## src/rtl/pipelined_adder_if.sv

```systemverilog
// Operand/result handshake bundle for pipelined_adder.
// The slave modport is the adder side; the master modport is the producer/consumer side.
interface pipelined_adder_if #(
  parameter int WIDTH = 32
);
  logic             in_valid;
  logic             in_ready;
  logic [WIDTH-1:0] a;
  logic [WIDTH-1:0] b;
  logic             cin;
  logic             sub;
  logic             out_valid;
  logic             out_ready;
  logic [WIDTH-1:0] sum;
  logic             cout;
  logic             ovf;

  modport slave (
    input  in_valid, a, b, cin, sub, out_ready,
    output in_ready, out_valid, sum, cout, ovf
  );

  modport master (
    output in_valid, a, b, cin, sub, out_ready,
    input  in_ready, out_valid, sum, cout, ovf
  );
endinterface

```

## src/rtl/pipelined_adder.sv

```systemverilog
// Carry chain split into STAGES registered segments with a single global stall (valid/ready).
// Define PIPELINED_ADDER_SAT_EN to clamp sum to signed max/min on overflow; default wraps.
module pipelined_adder #(
  parameter int WIDTH  = 32,
  parameter int STAGES = 4
) (
  input  logic             clk,
  input  logic             rst,
  pipelined_adder_if.slave bus
);
  localparam int SEG  = WIDTH / STAGES;
  localparam int LAST = STAGES - 1;

  logic w_adv;

  for (genvar k = 0; k < STAGES; k++) begin : g_stage
    logic [WIDTH-1:0] w_a, w_b, w_s, w_s_next;
    logic             w_c, w_v;
    logic [SEG:0]     w_seg;
    logic [WIDTH-1:0] r_a, r_b, r_s;
    logic             r_c, r_v;

    // Stage 0 folds subtraction into the operand: b is inverted and the carry-in forced to 1.
    if (k == 0) begin : g_head
      assign w_a = bus.a;
      assign w_b = bus.sub ? ~bus.b : bus.b;
      assign w_c = bus.sub | bus.cin;
      assign w_s = '0;
      assign w_v = bus.in_valid;
    end else begin : g_body
      assign w_a = g_stage[k-1].r_a;
      assign w_b = g_stage[k-1].r_b;
      assign w_c = g_stage[k-1].r_c;
      assign w_s = g_stage[k-1].r_s;
      assign w_v = g_stage[k-1].r_v;
    end

    always_comb begin
      w_seg = {1'b0, w_a[k*SEG +: SEG]} + {1'b0, w_b[k*SEG +: SEG]} + {{SEG{1'b0}}, w_c};
      w_s_next = w_s;
      w_s_next[k*SEG +: SEG] = w_seg[SEG-1:0];
    end

    always_ff @(posedge clk or posedge rst) begin
      if (rst) begin
        r_v <= 1'b0;
        r_c <= 1'b0;
        r_a <= '0;
        r_b <= '0;
        r_s <= '0;
      end else if (w_adv) begin
        r_v <= w_v;
        r_c <= w_seg[SEG];
        r_a <= w_a;
        r_b <= w_b;
        r_s <= w_s_next;
      end
    end
  end

  assign w_adv        = !g_stage[LAST].r_v || bus.out_ready;
  assign bus.in_ready = w_adv;

  logic [WIDTH-1:0] w_raw;
  logic             w_a_sign, w_b_sign, w_ovf;

  // Effective-b sign comes from the already-inverted operand carried down the pipe.
  assign w_raw    = g_stage[LAST].r_s;
  assign w_a_sign = g_stage[LAST].r_a[WIDTH-1];
  assign w_b_sign = g_stage[LAST].r_b[WIDTH-1];
  assign w_ovf    = (w_a_sign == w_b_sign) && (w_raw[WIDTH-1] != w_a_sign);

  assign bus.out_valid = g_stage[LAST].r_v;
  assign bus.cout      = g_stage[LAST].r_c;
  assign bus.ovf       = w_ovf;

`ifdef PIPELINED_ADDER_SAT_EN
  assign bus.sum = !w_ovf   ? w_raw :
                   w_a_sign ? {1'b1, {(WIDTH-1){1'b0}}} :
                              {1'b0, {(WIDTH-1){1'b1}}};
`else
  assign bus.sum = w_raw;
`endif
endmodule
```

## src/flat_wrapper.sv

```systemverilog
// flat-port wrapper written by rule: the top's interface ports become plain ports
module pipelined_adder_flat 
#(
  parameter int WIDTH  = 32,
  parameter int STAGES = 4
)
  (clk, rst, bus_in_valid, bus_a, bus_b, bus_cin, bus_sub, bus_out_ready, bus_in_ready, bus_out_valid, bus_sum, bus_cout, bus_ovf);
  pipelined_adder_if #(.WIDTH(WIDTH)) bus_i ();
  input  logic clk;
  input  logic rst;
  input wire logic [$bits(bus_i.in_valid)-1:0] bus_in_valid;
  input wire logic [$bits(bus_i.a)-1:0] bus_a;
  input wire logic [$bits(bus_i.b)-1:0] bus_b;
  input wire logic [$bits(bus_i.cin)-1:0] bus_cin;
  input wire logic [$bits(bus_i.sub)-1:0] bus_sub;
  input wire logic [$bits(bus_i.out_ready)-1:0] bus_out_ready;
  output wire logic [$bits(bus_i.in_ready)-1:0] bus_in_ready;
  output wire logic [$bits(bus_i.out_valid)-1:0] bus_out_valid;
  output wire logic [$bits(bus_i.sum)-1:0] bus_sum;
  output wire logic [$bits(bus_i.cout)-1:0] bus_cout;
  output wire logic [$bits(bus_i.ovf)-1:0] bus_ovf;
  assign bus_i.in_valid = bus_in_valid;
  assign bus_i.a = bus_a;
  assign bus_i.b = bus_b;
  assign bus_i.cin = bus_cin;
  assign bus_i.sub = bus_sub;
  assign bus_i.out_ready = bus_out_ready;
  assign bus_in_ready = bus_i.in_ready;
  assign bus_out_valid = bus_i.out_valid;
  assign bus_sum = bus_i.sum;
  assign bus_cout = bus_i.cout;
  assign bus_ovf = bus_i.ovf;
  pipelined_adder #(.WIDTH(WIDTH), .STAGES(STAGES)) u_core (.clk(clk), .rst(rst), .bus(bus_i));
endmodule
```

## config.mk

```make
export PLATFORM = sky130hd
export DESIGN_NAME = pipelined_adder_flat
export DESIGN_NICKNAME = d
export VERILOG_FILES = /design/src/rtl/pipelined_adder_if.sv /design/src/rtl/pipelined_adder.sv /design/src/flat_wrapper.sv
export SDC_FILE = /design/constraint.sdc
export NUM_CORES = 1
export LEC_CHECK = 0
export BUFFER_PORTS_ARGS = -buffer_cell sky130_fd_sc_hd__buf_4
export CAP_MARGIN = 5
export CORE_AREA = 2 2 131 133
export DETAILED_ROUTE_END_ITERATION = 16
export DIE_AREA = 0 0 133 135
export PLACE_DENSITY_LB_ADDON = 0.15
export REMOVE_ABC_BUFFERS = 1
export SLEW_MARGIN = 40
export SYNTH_ARGS = -nofsm -noshare
export SYNTH_HDL_FRONTEND = slang
export SYNTH_SLANG_ARGS = --single-unit
```

## constraint.sdc

```tcl
create_clock -name clk -period 5 [get_ports clk]
set_input_delay 0.25 -clock clk [delete_from_list [all_inputs] [get_ports clk]]
set_output_delay 0.25 -clock clk [all_outputs]
set_load 0.005 [all_outputs]
```

==> results.py, run 1 <==
metrics = {
    "outcome": {
        "status": "finished, final reports clean",
    },
    "final_layout": {
        "final_cell_mix": "nand2_1 (435), dfrtp_1 (186), buf_4 (108), o21ai_0 (50), ha_1 (28)",
        "nFillCells": 1451,
        "final_core_util": 0.621,
        "syn_to_final_growth_pct": 17.6,
        "drive_gt1_frac": 0.142,
        "seqCellArea_sq_mm": 0.00465,
        "antenna_cells": 0,
        "multi_input_area_sq_mm": 0.00374,
        "design_area_sq_mm": 0.0102,
        "layout_commonest_cell": "nand2_1",
        "fin_nets": 1126,
    },
    "pwr": {
        "finalPower_mw": 6.29,
        "p_switching_mw": 2.18,
        "switching_share": 0.347,
        "p_leak_nw": 5.10,
        "p_int_mw": 4.11,
        "pwr-share-seq": 0.406,
        "pwr-share-comb": 0.374,
        "clock_power_share": 0.220,
        "powerDensity_mw_per_mm2": 618,
        "max-vdd-ir-drop_mv": 0.281,
    },
    "worst_hold_path": {
        "min_path_type": "input port to register",
    },
    "synthesis": {
        "synth_fa_ha_area_frac": 0.0589,
        "synth-xor-area-share": 0.0364,
        "seq_area_frac_synth": 0.537,
        "syn-cell-area_sq_mm": 0.00866,
        "synth_compound_gate_area_share": 0.0932,
        "synthFlopType": "dfrtp_1",
        "synth-edff-count": 0,
        "syn_avg_cell_area_sq_um": 9.25,
        "synth_mux_area_frac": 0.00809,
        "ys_seq_elements": 186,
        "synth_top_family_by_area": "simple AND/OR/NAND/NOR gates",
        "ys_warn_count": 0,
        "synth-simple-area-share": 0.235,
        "syn_inst": 936,
        "async_reset_ff_frac": 1.00,
        "synth_cell_types": 40,
    },
    "cts": {
        "cts_made_buffers": 17,
        "clkSinkCount": 186,
        "clock_path_buffers": 2,
        "cts_tree": "yes",
        "insertion_delay_ns": 0.42,
        "path_clk_slew_ns": 0.06,
        "cts_root_buf": "clkbuf_16",
        "htree_levels": 4,
    },
    "sta": {
        "setup_viol": 0,
        "period_needed_ns": 2.44,
        "slew_viol_final": 0,
        "final.period_utilization": 0.487,
        "worstMarginPinSlew_ns": 0.689,
        "rsz0062_at_grt": "false",
        "worst_slack_ns": 2.56,
        "hold_viol": 0,
        "clock_skew_ns": 0.00760,
        "max_freq_mhz": 411,
        "slew_headroom": 0.541,
    },
    "global_route": {
        "antenna_found_initial": 0,
        "busiest_layer": "met2",
        "grt-ovfl-total": 0,
        "grtUsageMet3": 0.0409,
        "gr-usage-met2": 0.296,
        "grt_use_met1": 0.273,
        "grt_pass1_vias": 5972,
        "grt_max_degree": 146,
        "gr-usage-all-layers": 0.192,
        "grt_pass1_wl_mm": 27.9,
    },
    "drt": {
        "detail-route-antenna-nets": 0,
        "drt-initial-drc-count": 440,
        "drc_errors": 0,
        "routed_wl_mm": 16.1,
        "vias": 6311,
        "drt_first_pass_iters": 7,
        "vias_per_cell": 5.04,
        "wl_per_cell_um": 12.8,
    },
    "floorplanning": {
        "fp-row-count": 47,
        "dieArea_sq_mm": 0.0180,
        "die_w_um": 133,
        "die_h_um": 135,
        "io_pins": 106,
        "coreArea_sq_mm": 0.0164,
        "initial_core_util": 0.528,
    },
    "worst_setup_path": {
        "crit_type": "input port to register",
        "worstPathCellList": "buf_4 > xor2_1 > fa_1 > fa_1 > a211oi_2 > nor2_1 > o31a_1 > o31a_1",
        "worstPathRequired_ns": 5.30,
        "startpoint_type": "input port",
        "slowest_delay_ns": 0.49,
        "crit_path_end_kind": "register",
        "slowest_stage": "fa_1",
        "critPathMaxFanout": 33,
        "r2r_slack_ns": 2.61,
        "crit_arrival_ns": 2.74,
    },
    "place": {
        "gp_congestion": 0.868,
        "place_area_sq_mm": 0.00955,
        "place_ws_ns": 2.13,
        "numPortBuffers": 105,
        "place_hpwl_mm": 10.1,
    },
    "run": {
        "drv_cap": 0,
    },
}
-- through the flow --
step | instances | setup TNS (ns) | hold slack (ns)
final | 1252 | 0 | 0.0190
after global placement | 1219 | 0 | 0.441
after detailed placement | 1219 | 0 | 0.445
after global routing | 1252 | 0 | 0.00193
after floorplan | 889 | -84.39 | 0.362
after CTS | 1252 | 0 | 0.00109
-- cells in the mapped netlist, types with 2 or more instances --
library cell	number	area (sq um)
o21bai_1	7	52.6
buf_2	42	210
or4b_1	3	30.0
a211oi_2	3	37.5
o31a_1	7	61.3
inv_1	5	18.8
a221oi_1	4	35.0
clkbuf_1	3	11.3
nor2_1	7	26.3
dfrtp_1	186	4650
nand3_1	4	20.0
a211oi_1	16	120
o31ai_1	8	60.1
a21oi_1	6	30.0
nor3_1	9	45.0
mux2i_1	7	70.1
xor2_1	9	78.8
o22a_1	3	26.3
buf_6	2	22.5
nor3b_1	20	150
nand2b_1	7	43.8
nor4_1	2	12.5
o21a_1	5	37.5
ha_1	28	350
nand2_1	435	1630
fa_1	8	160
or3_1	3	18.8
o21ai_0	50	250
xnor2_1	27	236
a21o_1	8	60.1
nor4b_1	3	26.3
-- cell type report --
| class | count | share of cell area |
|---|---|---|
| Clock buffer | 24 | 0.0493 |
| Timing Repair Buffer | 112 | 0.0846 |
| Multi-Input combinational cell | 697 | 0.367 |
| Tap cell | 220 | 0.0270 |
| Clock inverter | 7 | 0.0111 |
| Inverter | 6 | 0.00369 |
| Sequential cell | 186 | 0.457 |
-- power by group through the flow --
stage | Sequential, mW | Combinational (mW) | Clock (mW)
after detailed placement | 2.58 | 2.37 | 0
after floorplan | 2.50 | 1.72 | 0
after global routing | 2.65 | 2.73 | 1.48
after CTS | 2.56 | 2.39 | 1.42
final | 2.55 | 2.35 | 1.39
after global placement | 2.56 | 2.31 | 0
-- worst max-delay path: cells and delay by family --
kind                       cells  cell delay, ns
xor gates and xnor gates       1            0.17
adders and majority gates      2            0.94
and+or+nand+nor                1            0.10
AOI/OAI and AO/OA              3            0.78
buffers and inverters          1            0.48
-- sequential cells by signal, summed over array words and instances (netlist names) --
name / count
u_core.bus.sum: 32
u_core.bus.out_valid: 1
u_core.g_stage.r_v: 3
u_core.g_stage.r_s: 48
u_core.g_stage.r_c: 3
u_core.bus.cout: 1
u_core.g_stage.r_b: 49
u_core.g_stage.r_a: 49
-- what timing repair did --
item	in CTS	in global routing
resized for setup	0	0
buffers inserted	0	0
hold buffers	2	0
endpoints found under the hold margin	131	0
-- layer usage --
| metal | wire, um | vias up |
|---|---|---|
| met3 | 591 | 21 |
| met2 | 7290 | 109 |
| li1 | - | 3237 |
| met4 | 279 | 0 |
| met1 | 7930 | 2944 |
| met5 | 0 | - |
-- path summary, 6_finish.rpt --
check / from / end / cells after the start
max: bus_sub / u_core.g_stage[0].r_c / 8
min: bus_a[21] / u_core.g_stage[0].r_a[21] / 3
max reg2reg: u_core.g_stage[0].r_c / u_core.g_stage[1].r_c / 6
min reg2reg: u_core.g_stage[2].r_v / u_core.g_stage[2].r_v / 2
max in group asynchronous: rst / u_core.g_stage[2].r_s[19] / 4
min in group asynchronous: rst / u_core.bus.sum[4] / 3
-- logic make-up after synthesis --
family | Yosys count
adder cells (fa/ha/maj) | 36
flip-flops | 186
buffers and inverters | 53
AND/OR/NAND/NOR | 497
XOR/XNOR | 36
AO/OA/AOI/OAI | 121
multiplexers | 7
(Power assumes the default switching activity.)
==> run 2: changes to the inputs <==
--- a/config.mk
+++ b/config.mk
@@ -5,11 +5,12 @@
 export SDC_FILE = /design/constraint.sdc
 export NUM_CORES = 1
 export LEC_CHECK = 0
+export ABC_AREA = 1
 export BUFFER_PORTS_ARGS = -buffer_cell sky130_fd_sc_hd__buf_4
 export CAP_MARGIN = 5
-export CORE_AREA = 2 2 131 133
+export CORE_AREA = 2 2 128 130
 export DETAILED_ROUTE_END_ITERATION = 16
-export DIE_AREA = 0 0 133 135
+export DIE_AREA = 0 0 130 132
 export PLACE_DENSITY_LB_ADDON = 0.15
 export REMOVE_ABC_BUFFERS = 1
 export SLEW_MARGIN = 40
==> constraint.sdc (replaced) <==
create_clock -name clk -period 2.4 [get_ports clk]
set_input_delay 0.12 -clock clk [delete_from_list [all_inputs] [get_ports clk]]
set_output_delay 0.12 -clock clk [all_outputs]
set_load 0.005 [all_outputs]
==> run 2 against run 1 <==
Against the previous run: setup slack worse by 2.1 ns; area after synthesis is 1.0% lower; combinational power is 100% higher; sequential cell count stayed put; count of clock-buffer cells in the layout is 3 lower; die area is 4.4% lower; non-clock buffer count is 48 higher; utilization is 4.9 points higher; sequential power is 110% higher.
==> results.py, run 2 <==
metrics = {
    "worst_setup_path": {
        "crit_path_end_kind": "register",
        "worstPathCellList": "fa_1 > fa_1 > nand2_1 > nand2_1 > nand3b_1 > nand2_1 > nand2_1 > nand3_1 > nand2_1",
        "slowest_delay_ns": 0.47,
        "crit_arrival_ns": 2.27,
        "startpoint_type": "register",
        "slowest_stage": "fa_1",
        "worstPathRequired_ns": 2.77,
        "crit_top_cell": "nand2_1",
        "rr_startpoint": "u_core.g_stage[0].r_c",
        "r2r_end": "u_core.g_stage[1].r_s[14]",
        "r2r_slack_ns": 0.50,
        "crit_type": "register to register",
        "reg2regPathDepth": 9,
        "critPathMaxFanout": 2,
    },
    "synthesis": {
        "synth_top_area_frac": 0.543,
        "synth-edff-count": 0,
        "yosys-top-cells-area": "dfrtp_1 (54%), nand2_1 (19%), ha_1 (4.1%), o21ai_0 (3.5%), inv_1 (2.8%)",
        "synth_cell_types": 24,
        "ys_seq_elements": 186,
        "yosys.area.top_type": "dfrtp_1",
        "async_reset_ff_frac": 1.00,
        "seq_area_frac_synth": 0.543,
        "syn-cell-area_sq_mm": 0.00858,
        "syn_inst": 984,
        "syn_avg_cell_area_sq_um": 8.72,
        "yosys.cell_count.top_type": "nand2_1",
        "ys_warn_count": 0,
        "synth_top_cells_by_count": "nand2_1 (432), dfrtp_1 (186), inv_1 (63)",
        "synthFlopType": "dfrtp_1",
    },
    "worst_hold_path": {
        "min_path_cells": 3,
        "min_path_type": "input port to register",
        "worstHoldStart": "bus_b[24]",
        "holdPathEnd": "u_core.g_stage[0].r_b[24]",
    },
    "floorplanning": {
        "initial_core_util": 0.546,
        "io_pins": 106,
        "die_w_um": 130,
        "coreArea_sq_mm": 0.0157,
        "fp-row-count": 46,
        "die_h_um": 132,
        "dieArea_sq_mm": 0.0172,
    },
    "cts": {
        "insertion_delay_ns": 0.43,
        "path_clk_slew_ns": 0.07,
        "clkSinkCount": 186,
        "cts_tree": "yes",
        "cts_root_buf": "clkbuf_16",
        "cts_made_buffers": 17,
        "htree_levels": 4,
        "cts_resized": 0,
        "clock_path_buffers": 2,
    },
    "sta": {
        "period_needed_ns": 1.90,
        "setup_tns_ns": 0,
        "max_freq_mhz": 525,
        "slew_viol_final": 0,
        "slew_headroom": 0.441,
        "setup_viol": 0,
        "hold_viol": 0,
        "clock_skew_ns": 0.00797,
        "rsz0062_at_grt": "false",
        "final.period_utilization": 0.793,
        "whs_ns": 0.00543,
        "worstMarginPinSlew_ns": 0.838,
    },
    "global_route": {
        "grt_use_met1": 0.283,
        "gr-usage-met2": 0.337,
        "grt_pass1_vias": 6378,
        "grt-ovfl-total": 0,
        "grtUsageMet3": 0.0369,
        "gr-usage-all-layers": 0.207,
        "grt_max_degree": 209,
        "busiest_layer": "met2",
        "antenna_found_initial": 0,
        "grt_pass1_wl_mm": 28.7,
    },
    "drt": {
        "vias_per_cell": 4.87,
        "routed_wl_mm": 16.7,
        "drt-initial-drc-count": 428,
        "drc_errors": 0,
        "vias": 6553,
        "drt_first_pass_iters": 4,
        "detail-route-antenna-nets": 0,
        "wl_per_cell_um": 12.4,
    },
    "pwr": {
        "powerDensity_mw_per_mm2": 1220,
        "max-vdd-ir-drop_mv": 0.609,
        "p_leak_nw": 5.43,
    },
    "place": {
        "numPortBuffers": 105,
        "gp_congestion": 0.791,
        "place_hpwl_mm": 10.2,
        "placed_cells": 1268,
    },
    "final_layout": {
        "finalNonFillerCells": 1345,
        "fin_nets": 1224,
        "drive_gt1_frac": 0.135,
        "final_cell_mix": "nand2_1 (432), dfrtp_1 (186), buf_4 (109), inv_1 (62), o21ai_0 (60)",
        "antenna_cells": 0,
        "syn_to_final_growth_pct": 22.8,
        "multi_input_area_sq_mm": 0.00341,
        "final_core_util": 0.670,
        "layout_commonest_cell": "nand2_1",
        "seqCellArea_sq_mm": 0.00465,
        "nFillCells": 1301,
        "largestRegisters": "u_core.g_stage.r_a: 49 flops, u_core.g_stage.r_b: 49 flops, u_core.g_stage.r_s: 48 flops",
    },
    "run": {
        "drv_cap": 0,
    },
    "outcome": {
        "status": "finished, final reports clean",
    },
}
[run 2: metrics by stage]
step / power [mW] / area [sq um] / setup slack [ns]
detailed placement: 10.0 / 9470 / 0.416
global placement: 9.88 / 9470 / 0.428
CTS: 12.9 / 10500 / 0.494
floorplan: 8.59 / 8300 / -4.68
global route: 14.0 / 10500 / 0.314
finish: 12.8 / 10500 / 0.496
[run 2: per-layer routing]
layer  wire length, um  vias up
met5                 0        -
met4               245        0
met3               516       16
met2              8030      104
met1              7870     3086
li1                  -     3347
[run 2: timing repair]
action	CTS	global route
hold buffers	47	0
setup buffers	0	0
endpoints found under the setup margin	0	0
endpoints found under the hold margin	138	0
[run 2: final cells by class]
type,count,area share
clock inverter,9,0.0116
inverter,64,0.0238
multi-input combinational,689,0.324
timing repair buffer,160,0.129
tap,216,0.0257
clock buffer,21,0.0437
sequential,186,0.442
[run 2: worst max-delay path by stage]
stage,endpoint,start,cells past startpoint
after detailed placement,u_core.g_stage[0].r_s[6],bus_sub,10
final,u_core.g_stage[1].r_s[14],u_core.g_stage[0].r_c,9
after floorplan,u_core.g_stage[1].r_s[10],u_core.bus.out_valid,4
after global placement,u_core.g_stage[0].r_s[6],bus_sub,11
after global routing,u_core.g_stage[1].r_c,u_core.g_stage[0].r_c,8
after CTS,u_core.g_stage[1].r_s[14],u_core.g_stage[0].r_c,9
[run 2: cells by family (layout without fill, tap and decap cells)]
group                      Yosys count  count (layout)  share of synthesized area
adders and majority gates           36              36                     0.0595
and+or+nand+nor                    504             504                      0.233
DFF                                186             186                      0.543
xor gates and xnor gates            36              36                     0.0368
AOI/OAI and AO/OA                  113             113                     0.0676
buffers and inverters              109             254                     0.0603
[run 2: critical path: cells and delay by family, from the launching register on]
| family | cells | cell delay, ns |
|---|---|---|
| AND/OR/NAND/NOR | 7 | 0.58 |
| adder cells (fa/ha/maj) | 2 | 0.87 |
| flip-flops | 1 | 0.40 |
[run 2: power by group]
part,internal (mW),switching (mW)
clock network,1.67,1.13
logic,2.05,2.71
registers,4.53,0.740
==> run 3: changes to the inputs <==
==> constraint.sdc (replaced) <==
create_clock -name clk -period 1.9 [get_ports clk]
set_input_delay 0.095 -clock clk [delete_from_list [all_inputs] [get_ports clk]]
set_output_delay 0.095 -clock clk [all_outputs]
set_load 0.005 [all_outputs]
==> run 3 against run 2 <==
Against the previous run: count of clock-buffer cells in the layout decreased by 3; design area increased by 0.86%; largest power group unchanged; setup slack got worse by 0.38 ns; global-route usage increased by 0.40 points; worst hold slack about the same; clock skew decreased by 0.0017 ns; die area unchanged; first-iteration DRC count increased by 13%; via count about the same; register-to-register slack got worse by 0.38 ns; critical endpoint is now u_core.g_stage[2].r_s[22]; final cell count increased by 0.52%; critical path type unchanged; routed wire length increased by 2.9%.
==> results.py, run 3 (synthesis gave the netlist of run 2 again) <==
metrics = {
    "outcome": {
        "status": "finished, final reports clean",
    },
    "drt": {
        "drt-initial-drc-count": 483,
        "wl_per_cell_um": 12.7,
        "vias_per_cell": 4.85,
        "drc_errors": 0,
        "routed_wl_mm": 17.1,
        "drt_first_pass_iters": 5,
        "vias": 6557,
        "detail-route-antenna-nets": 0,
    },
    "cts": {
        "clock_path_buffers": 2,
        "clkSinkCount": 186,
        "cts_made_buffers": 17,
        "insertion_delay_ns": 0.43,
        "htree_levels": 4,
        "path_clk_slew_ns": 0.06,
        "cts_root_buf": "clkbuf_16",
        "cts_tree": "yes",
    },
    "place": {
        "place_hpwl_mm": 10.7,
        "place_ws_ns": -0.0286,
        "numPortBuffers": 105,
        "gp_congestion": 0.798,
    },
    "sta": {
        "slew_viol_final": 0,
        "max_freq_mhz": 559,
        "slew_headroom": 0.632,
        "period_needed_ns": 1.79,
        "rsz0062_at_grt": "true",
        "clock_skew_ns": 0.00632,
        "final.period_utilization": 0.941,
        "worst_slack_ns": 0.112,
        "hold_viol": 0,
        "setup_viol": 0,
        "worstMarginPinSlew_ns": 0.552,
        "whs_ns": 0.00512,
    },
    "worst_setup_path": {
        "slowest_stage": "fa_1",
        "crit_buf_inv": 2,
        "crit_type": "register to register",
        "crit_top_cell": "nand2_1",
        "startpoint_type": "register",
        "worstPathRequired_ns": 2.26,
        "worstPathCellList": "fa_1 > inv_1 > fa_1 > inv_1 > nand2_1 > nand2_1 > nand3_1 > nand2_2 > nand2_1 > nand3_1 > nand2_1",
        "crit_path_end_kind": "register",
        "critPathMaxFanout": 3,
        "slowest_delay_ns": 0.45,
        "crit_arrival_ns": 2.15,
        "critPathTopFamily": "adder cells",
    },
    "global_route": {
        "grt-ovfl-total": 0,
        "antenna_found_initial": 0,
        "gr-usage-all-layers": 0.212,
        "grt_max_degree": 138,
        "grt_pass1_vias": 6285,
        "grt_pass1_wl_mm": 29.1,
    },
    "final_layout": {
        "antenna_cells": 0,
        "fin_nets": 1230,
        "drive_gt1_frac": 0.148,
        "layout_commonest_cell": "nand2_1",
        "syn_to_final_growth_pct": 23.8,
        "largestRegisters": "u_core.g_stage.r_a: 49 flops, u_core.g_stage.r_b: 49 flops, u_core.g_stage.r_s: 48 flops",
        "final_cell_mix": "nand2_1 (428), dfrtp_1 (186), buf_4 (111), inv_1 (62), o21ai_0 (60)",
    },
    "floorplanning": {
        "initial_core_util": 0.546,
        "die_w_um": 130,
        "coreArea_sq_mm": 0.0157,
        "io_pins": 106,
        "dieArea_sq_mm": 0.0172,
        "die_h_um": 132,
        "fp-row-count": 46,
    },
    "worst_hold_path": {
        "min_path_type": "input port to register",
    },
    "pwr": {
        "finalPower_mw": 16.2,
        "powerDensity_mw_per_mm2": 1530,
        "p_leak_nw": 5.44,
        "max-vdd-ir-drop_mv": 0.811,
    },
    "run": {
        "drv_cap": 0,
    },
}
-- run 3: changes by cell type in the layout (fill, tap and decap cells not counted), moves of 3 or more --
cell        change
clkinvlp_4      +4
fa_1            -4
fa_2            +4
inv_6           +4
nand2_1         -4
nand2_2         +4
clkinv_2        -3
-- run 3: final cells by class --
cell class              instances  area [sq um]
clock buffers                  18           429
clock inverters                13           121
fillers                      1323          5090
inverters                      64           253
multi-input cells             689          3440
flip-flops and latches        186          4650
well taps                     216           270
repair buffers                166          1450
-- run 3: worst paths after layout --
path | startpoint | endpoint | slack [ns] | depth (start not counted)
worst max-delay path | u_core.g_stage[1].r_c | u_core.g_stage[2].r_s[22] | 0.11 | 11
worst min-delay path | bus_b[24] | u_core.g_stage[0].r_b[24] | 0.005 | 3
worst max register to register | u_core.g_stage[1].r_c | u_core.g_stage[2].r_s[22] | 0.11 | 11
worst min register to register | u_core.g_stage[1].r_b[29] | u_core.g_stage[2].r_b[29] | 0.47 | 2
max in group asynchronous | rst | u_core.bus.sum[30] | 0.95 | 4
min in group asynchronous | rst | u_core.g_stage[2].r_s[0] | 0.28 | 3
-- run 3: worst register-to-register path: stages, from the launching register on --
cell and delay [ns]:
dfrtp_1 0.40, fa_1 0.45, inv_1 0.09, fa_1 0.15, inv_1 0.05, nand2_1 0.07
nand2_1 0.09, nand3_1 0.15, nand2_2 0.08, nand2_1 0.07, nand3_1 0.06, nand2_1 0.06
-- run 3: per-stage QoR --
stage | TNS [ns] | utilization | cells | cell area [sq um]
final | 0 | 0.676 | 1352 | 10600
after global routing | -0.0465 | 0.676 | 1352 | 10600
after CTS | 0 | 0.672 | 1350 | 10600
after detailed placement | -0.0747 | 0.606 | 1270 | 9520
after global placement | -0.0194 | 0.606 | 1270 | 9520
after floorplan | -1411.73 | - | 939 | 8300
-- run 3: repair_timing --
item	4_1_cts	5_1_grt
cloned	0	0
resized for setup	1	11
buffers inserted	0	2
hold buffers	49	0
endpoints found under the setup margin	1	8
pin swaps	0	8
hold endpoints to repair	110	0
-- run 3: report_power, final --
group	switching (mW)	total (mW)	internal, mW	leakage (nW)
clock network	1.49	3.30	1.81	0.255
registers	0.955	6.68	5.73	2.25
logic	3.55	6.27	2.71	2.93
total	6.00	16.2	10.2	5.44
-- run 3: per-layer routing --
metal,global-route usage,vias up,share of wire
met3,0.0373,18,0.035
met1,0.292,3075,0.46
met4,0.0633,0,0.013
met2,0.343,113,0.49
li1,-,3351,-
met5,0,-,0
